===== src/rtl/multicycle_alu.sv =====
// ---------------------------------------------------------------------------
// multicycle_alu
//   Handshaked ALU. Logic, shift, compare, add/sub and the reserved opcodes
//   complete in one cycle. MUL (and, when built with the divider, DIVU/REMU)
//   iterate one operand bit per cycle for DATA_WIDTH cycles.
//
//   Build option: define MULTICYCLE_ALU_DIV_EN to include the restoring
//   divider for opcodes 11 (DIVU) and 12 (REMU). If the macro is not
//   defined, these opcodes complete in one cycle with result 0.
//
// Ports
//   clk        in   sole clock, rising edge
//   rst        in   synchronous, active-high reset
//   in_valid   in   operands/opcode valid
//   in_ready   out  operation accepted this cycle (state == IDLE)
//   ALUop1/2   in   operands, DATA_WIDTH bits
//   ALUctrl    in   4-bit opcode
//   out_valid  out  ALUout/EQ hold a result (state == DONE)
//   out_ready  in   consumer takes the result (only looked at in DONE)
//   ALUout     out  registered result
//   EQ         out  registered flag, captured ALUop1 == ALUop2
// ---------------------------------------------------------------------------
module multicycle_alu #(
  parameter int DATA_WIDTH = 32
) (
  input  logic                  clk,
  input  logic                  rst,
  input  logic                  in_valid,
  output logic                  in_ready,
  input  logic [DATA_WIDTH-1:0] ALUop1,
  input  logic [DATA_WIDTH-1:0] ALUop2,
  input  logic [3:0]            ALUctrl,
  output logic                  out_valid,
  input  logic                  out_ready,
  output logic [DATA_WIDTH-1:0] ALUout,
  output logic                  EQ
);

  localparam int SW = $clog2(DATA_WIDTH);
  localparam int CW = $clog2(DATA_WIDTH + 1);

  localparam logic [3:0] OP_ADD  = 4'd0;
  localparam logic [3:0] OP_SUB  = 4'd1;
  localparam logic [3:0] OP_AND  = 4'd2;
  localparam logic [3:0] OP_OR   = 4'd3;
  localparam logic [3:0] OP_XOR  = 4'd4;
  localparam logic [3:0] OP_SLT  = 4'd5;
  localparam logic [3:0] OP_SLTU = 4'd6;
  localparam logic [3:0] OP_SLL  = 4'd7;
  localparam logic [3:0] OP_SRL  = 4'd8;
  localparam logic [3:0] OP_SRA  = 4'd9;
  localparam logic [3:0] OP_MUL  = 4'd10;
`ifdef MULTICYCLE_ALU_DIV_EN
  localparam logic [3:0] OP_DIVU = 4'd11;
  localparam logic [3:0] OP_REMU = 4'd12;
`endif

  typedef enum logic [1:0] {IDLE, BUSY, DONE} state_t;

  state_t                state_q, state_d;
  logic [CW-1:0]         cnt_q;
  logic [3:0]            op_q;
  // Shared iteration registers:
  //   MUL : acc = partial product, opa = multiplicand (<<), opb = multiplier (>>)
  //   DIV : acc = remainder,       opa = dividend -> quotient, opb = divisor
  logic [DATA_WIDTH-1:0] acc_q, opa_q, opb_q;
  logic [DATA_WIDTH-1:0] acc_step, opa_step, opb_step;
  logic [DATA_WIDTH-1:0] iter_result;
  logic                  eq_pend_q;
  logic [DATA_WIDTH-1:0] alu_out_q;
  logic                  eq_q;

  logic                  is_multi;
  logic [SW-1:0]         shamt;
  logic [DATA_WIDTH-1:0] quick_result;

  assign in_ready  = (state_q == IDLE);
  assign out_valid = (state_q == DONE);
  assign ALUout    = alu_out_q;
  assign EQ        = eq_q;

`ifdef MULTICYCLE_ALU_DIV_EN
  assign is_multi = (ALUctrl == OP_MUL) || (ALUctrl == OP_DIVU) || (ALUctrl == OP_REMU);
`else
  assign is_multi = (ALUctrl == OP_MUL);
`endif

  // Only the low log2(DATA_WIDTH) bits of op2 select the shift distance.
  assign shamt = ALUop2[SW-1:0];

  // Single-cycle datapath, evaluated on the live inputs in the accept cycle.
  always_comb begin
    quick_result = '0;
    case (ALUctrl)
      OP_ADD:  quick_result = ALUop1 + ALUop2;
      OP_SUB:  quick_result = ALUop1 - ALUop2;
      OP_AND:  quick_result = ALUop1 & ALUop2;
      OP_OR:   quick_result = ALUop1 | ALUop2;
      OP_XOR:  quick_result = ALUop1 ^ ALUop2;
      OP_SLT:  quick_result = {{(DATA_WIDTH-1){1'b0}}, ($signed(ALUop1) < $signed(ALUop2))};
      OP_SLTU: quick_result = {{(DATA_WIDTH-1){1'b0}}, (ALUop1 < ALUop2)};
      OP_SLL:  quick_result = ALUop1 << shamt;
      OP_SRL:  quick_result = ALUop1 >> shamt;
      OP_SRA:  quick_result = $unsigned($signed(ALUop1) >>> shamt);
      default: quick_result = '0;
    endcase
  end

`ifdef MULTICYCLE_ALU_DIV_EN
  // Partial remainder with the next dividend bit shifted in. One extra bit
  // so the compare against the divisor is exact.
  logic [DATA_WIDTH:0] rem_shift;
  assign rem_shift = {acc_q, opa_q[DATA_WIDTH-1]};
`endif

  // One iteration step of the active multi-cycle operation.
  always_comb begin
    acc_step = acc_q;
    opa_step = opa_q;
    opb_step = opb_q;
    if (op_q == OP_MUL) begin
      if (opb_q[0]) begin
        acc_step = acc_q + opa_q;
      end
      opa_step = opa_q << 1;
      opb_step = opb_q >> 1;
    end
`ifdef MULTICYCLE_ALU_DIV_EN
    else begin
      // Restoring step. A zero divisor always "fits", which naturally yields
      // an all-ones quotient and leaves the dividend as the remainder.
      opa_step = {opa_q[DATA_WIDTH-2:0], 1'b0};
      if (rem_shift >= {1'b0, opb_q}) begin
        // True difference is < divisor, so W-bit arithmetic is exact.
        acc_step    = rem_shift[DATA_WIDTH-1:0] - opb_q;
        opa_step[0] = 1'b1;
      end else begin
        acc_step = rem_shift[DATA_WIDTH-1:0];
      end
    end
`endif
  end

  always_comb begin
    iter_result = acc_step;
`ifdef MULTICYCLE_ALU_DIV_EN
    if (op_q == OP_DIVU) begin
      iter_result = opa_step;
    end
`endif
  end

  // Next-state logic.
  always_comb begin
    state_d = state_q;
    case (state_q)
      IDLE: begin
        if (in_valid) begin
          state_d = is_multi ? BUSY : DONE;
        end
      end
      BUSY: begin
        if (cnt_q == CW'(1)) begin
          state_d = DONE;
        end
      end
      DONE: begin
        if (out_ready) begin
          state_d = IDLE;
        end
      end
      default: state_d = IDLE;
    endcase
  end

  always_ff @(posedge clk) begin
    if (rst) begin
      state_q   <= IDLE;
      cnt_q     <= '0;
      op_q      <= '0;
      acc_q     <= '0;
      opa_q     <= '0;
      opb_q     <= '0;
      eq_pend_q <= 1'b0;
      alu_out_q <= '0;
      eq_q      <= 1'b0;
    end else begin
      state_q <= state_d;
      case (state_q)
        IDLE: begin
          if (in_valid) begin
            op_q <= ALUctrl;
            if (is_multi) begin
              acc_q     <= '0;
              opa_q     <= ALUop1;
              opb_q     <= ALUop2;
              cnt_q     <= CW'(DATA_WIDTH);
              eq_pend_q <= (ALUop1 == ALUop2);
            end else begin
              // Single-cycle ops enter DONE at this edge.
              alu_out_q <= quick_result;
              eq_q      <= (ALUop1 == ALUop2);
            end
          end
        end
        BUSY: begin
          acc_q <= acc_step;
          opa_q <= opa_step;
          opb_q <= opb_step;
          cnt_q <= cnt_q - CW'(1);
          if (cnt_q == CW'(1)) begin
            // Final step: publish result together with the DONE transition.
            alu_out_q <= iter_result;
            eq_q      <= eq_pend_q;
          end
        end
        default: ;
      endcase
    end
  end

endmodule


===== config.mk =====
export PLATFORM = sky130hd
export DESIGN_NAME = multicycle_alu
export DESIGN_NICKNAME = d
export VERILOG_FILES = /design/src/rtl/multicycle_alu.sv
export SDC_FILE = /design/constraint.sdc
export NUM_CORES = 1
export LEC_CHECK = 0
export ABC_AREA = 1
export CAP_MARGIN = 20
export CORE_MARGIN = 5
export CORE_UTILIZATION = 40
export DETAILED_ROUTE_END_ITERATION = 16
export SYNTH_ARGS = -nofsm -noshare
export SYNTH_HDL_FRONTEND = slang
export SYNTH_SLANG_ARGS = --single-unit

===== constraint.sdc =====
create_clock -name clk -period 6.9 [get_ports clk]
set_input_delay 1.035 -clock clk [delete_from_list [all_inputs] [get_ports clk]]
set_output_delay 1.035 -clock clk [all_outputs]
set_load 0.02 [all_outputs]

==> metrics.yaml <==
drt-wirelength-per-cell_um: 21.85
r2r-end: "opb_q[21]$_SDFFE_PP0P_"
clkPwrFrac_pct: 29.9
crit_slowest_cell: "ha_1"
p_switching_uw: 1365
fin_area_um2: 20380
drc: 0
cts_tree: "done"
p_sw_share_pct: 43.57
fp.dieW_um: 225.2
ff2ff_path_depth: 11
path_common_cell: "nand2_1"
fin_crit_sh_pct: 58.41
ys_seq_area_share_pct: 15.35
seqPwrFrac_pct: 30.2
rows: 78
cts_resized: 0
avgViaCountPerCell: 5.688
overflow: 0
hp-class: "flop to flop"
hold_viol: 0
drt.antenna.violating_nets: 0
path_max_fanout: 26
drt_wl_total_um: 87460
clk_pin_slew_ns: 0.07
core-area_um2: 45580
synth_nets: 3594
critPathArrivalTime_ns: 4.37
r2r_start: "state_q[0]$_SDFFE_PP0P_"
slew_violations: 0
nets: 3598
synth_top_area_share_pct: 23.49
initial_core_util_pct: 40.64
dieHeight_um: 225.2
synthToLayoutAreaGrowth_pct: 10.05
synth-edff-count: 0
place_congestion: 1.072
final_core_util_pct: 44.73
setup_viol: 0
grt_use_total_pct: 33.20
tns_ns: 0
cp_cell_sequence: "clkdlybuf4s50_1, buf_4, clkinv_1, ha_1, inv_1, nand2_1, nand2_1, nand2_1, nand2_1, inv_1, nand2_1, o21ai_0, nand3_1, nor2_1, nand2_1, nand2_1, a21oi_1"
synth_warnings: 0
antenna_found_initial: 1
synth.distinct_cells: 50
syn_area_per_cell_um2: 5.470
power.internal_uw: 1767
grt_max_degree: 76
dp_hpwl_um: 70170
startpoint_type: "primary input"
hp-start: "cnt_q[2]$_SDFFE_PP0P_"
tightest_slew_ns: 0.8742
h-tree-depth: 4
max_freq_mhz: 248.1
hold_end: "cnt_q[2]$_SDFFE_PP0P_"
clock_path_buffers: 2
crit_type: "primary input to flop"
maxSlewHeadroom_pct: 41.51
grt_pass1_wl_um: 128700
p_total_uw: 3132
rsz0062_at_grt: "no"
end_kind: "flop"
yosys.area.top_type: "nand2_1"
synth_area_um2: 18520
drive_gt1_share_pct: 3.850
cts.sinks: 142
cts_setup_buffers: 0
synth_area_leaders: "nand2_1 23%, dfxtp_1 15%, nand3_1 12%, ha_1 9.0%, inv_1 8.0%"
clock_latency_ns: 0.46
cts_hold_buffers: 0
comb_power_share_pct: 39.8
port_buffers: 106
max_stage_delay_ns: 0.60
required_ns: 7.24
synth_cells: 3386
drt_pass1_iterations: 10
synth_top_flop_cell: "dfxtp_1"
root_buffer: "clkbuf_16"
p_leak_uw: 0.01022
postPlaceCellArea_um2: 19810
num_vias: 22770
first_iter_violations: 2702
reg2reg_slack_ns: 3.32
ir_drop_uv: 153.5
status: "finished, final reports clean"
die_area_um2: 50710
numCtsBuffers: 17
synth_seq_cells: 142
fillers: 5217
grt_pass1_vias: 20540
whs_path_depth: 2
async_reset_ff_share_pct: 0
antenna_cells: 0
clock-skew-final_ns: 0.01398
cap_violations: 0
post-route-min-period_ns: 4.030
ioPinCount: 107
powerDensity_nw_per_um2: 153.6
==> power by group through the flow <==
stage                     Clock, uW  Sequential [uW]  Combinational (uW)
after floorplan                   0              967                 726
after global placement            0              964                1220
after detailed placement          0              962                1210
after CTS                       948              945                1210
after global routing            989              951                1340
final                           937              947                1250
==> cell usage in the layout, fill, tap and decap left out, drive strengths merged, types with 12 or more instances in the layout <==
cell,netlist,layout
xnor2,12,12
nor2,219,219
nand3,453,453
dfxtp,142,142
o21ai,198,198
clkbuf,53,18
o211ai,16,16
clkdlybuf4s50,0,103
nor3,33,33
nand2,1166,1166
nand4,36,36
and2,13,13
a31oi,65,65
o21bai,12,12
ha,133,133
a21oi,223,223
o21a,31,31
inv,415,420
buf,105,40
o22ai,15,15
==> state kept, by name (all words and copies together), names as in the netlist <==
register	cells
ALUout	32
acc_q	32
opa_q	32
opb_q	32
cnt_q	6
op_q	4
state_q	2
EQ	1
eq_pend_q	1
==> cells in the mapped netlist, drive strengths merged (7+ instances only) <==
master / instances
nand2: 1166
nand3: 453
inv: 415
a21oi: 223
nor2: 219
o21ai: 198
dfxtp: 142
ha: 133
buf: 105
a31oi: 65
clkbuf: 53
nand4: 36
nor3: 33
o21a: 31
o211ai: 16
o22ai: 15
and2: 13
o21bai: 12
xnor2: 12
o221ai: 8
nand3b: 7
==> final cells by class <==
type                       instances  area [um2]  area share, %
timing repair buffer             143        1324          6.494
tap                              600       750.7          3.683
multi-input combinational       2668       13310          65.31
sequential                       142        2843          13.95
inverter                         418        1577          7.734
clock inverter                    14       148.9         0.7304
clock buffer                      18       429.2          2.105
==> worst max-delay path: cells and delay by family <==
family                     cells  cell delay (ns)
AOI/OAI and AO/OA              2             0.27
and+or+nand+nor                9             1.10
adders and majority gates      1             0.60
buffers and inverters          5             1.35
==> cells by family after synthesis <==
kind of cell             count (synthesis)  share of synthesized area, %
AO/OA/AOI/OAI                          578                         17.30
flip-flops                             142                         15.35
adder cells (fa/ha/maj)                136                         9.308
AND/OR/NAND/NOR                       1936                         44.37
buffers and inverters                  576                         12.82
XOR/XNOR                                18                        0.8511
==> how the worst max path moves through the flow <==
stage / endpoint / slack (ns) / from / depth (start not counted)
after CTS: ALUout[7]$_SDFFE_PP0P_ / 2.99 / ALUop2[4] / 17
after global placement: ALUout[4]$_SDFFE_PP0P_ / 2.59 / ALUop2[0] / 12
final: ALUout[7]$_SDFFE_PP0P_ / 2.87 / ALUop2[4] / 17
after global routing: ALUout[7]$_SDFFE_PP0P_ / 2.67 / ALUop2[4] / 17
after detailed placement: ALUout[7]$_SDFFE_PP0P_ / 2.52 / ALUop2[4] / 17
after floorplan: ALUout[0]$_SDFFE_PP0P_ / 3.73 / ALUop2[3] / 19
==> per-layer routing <==
layer  vias to the layer above  global-route usage (%)  share of wire, %
met4                         2                   18.02               6.7
li1                      11040                       -                 -
met2                      1075                   51.46                43
met3                       200                   5.419               7.9
met5                         -                       0             0.015
met1                     10460                   44.16                42
==> stage by stage <==
stage	instances	setup WS, ns	hold WS [ns]
2_1_floorplan	3386	3.731	0.4393
3_3_place_gp	3971	2.589	0.4521
3_5_place_dp	3971	2.520	0.4636
4_1_cts	4003	2.989	0.4730
5_1_grt	4003	2.666	0.4883
6_report	4003	2.870	0.4718
Note: power is estimated with default switching activity, not from simulation.
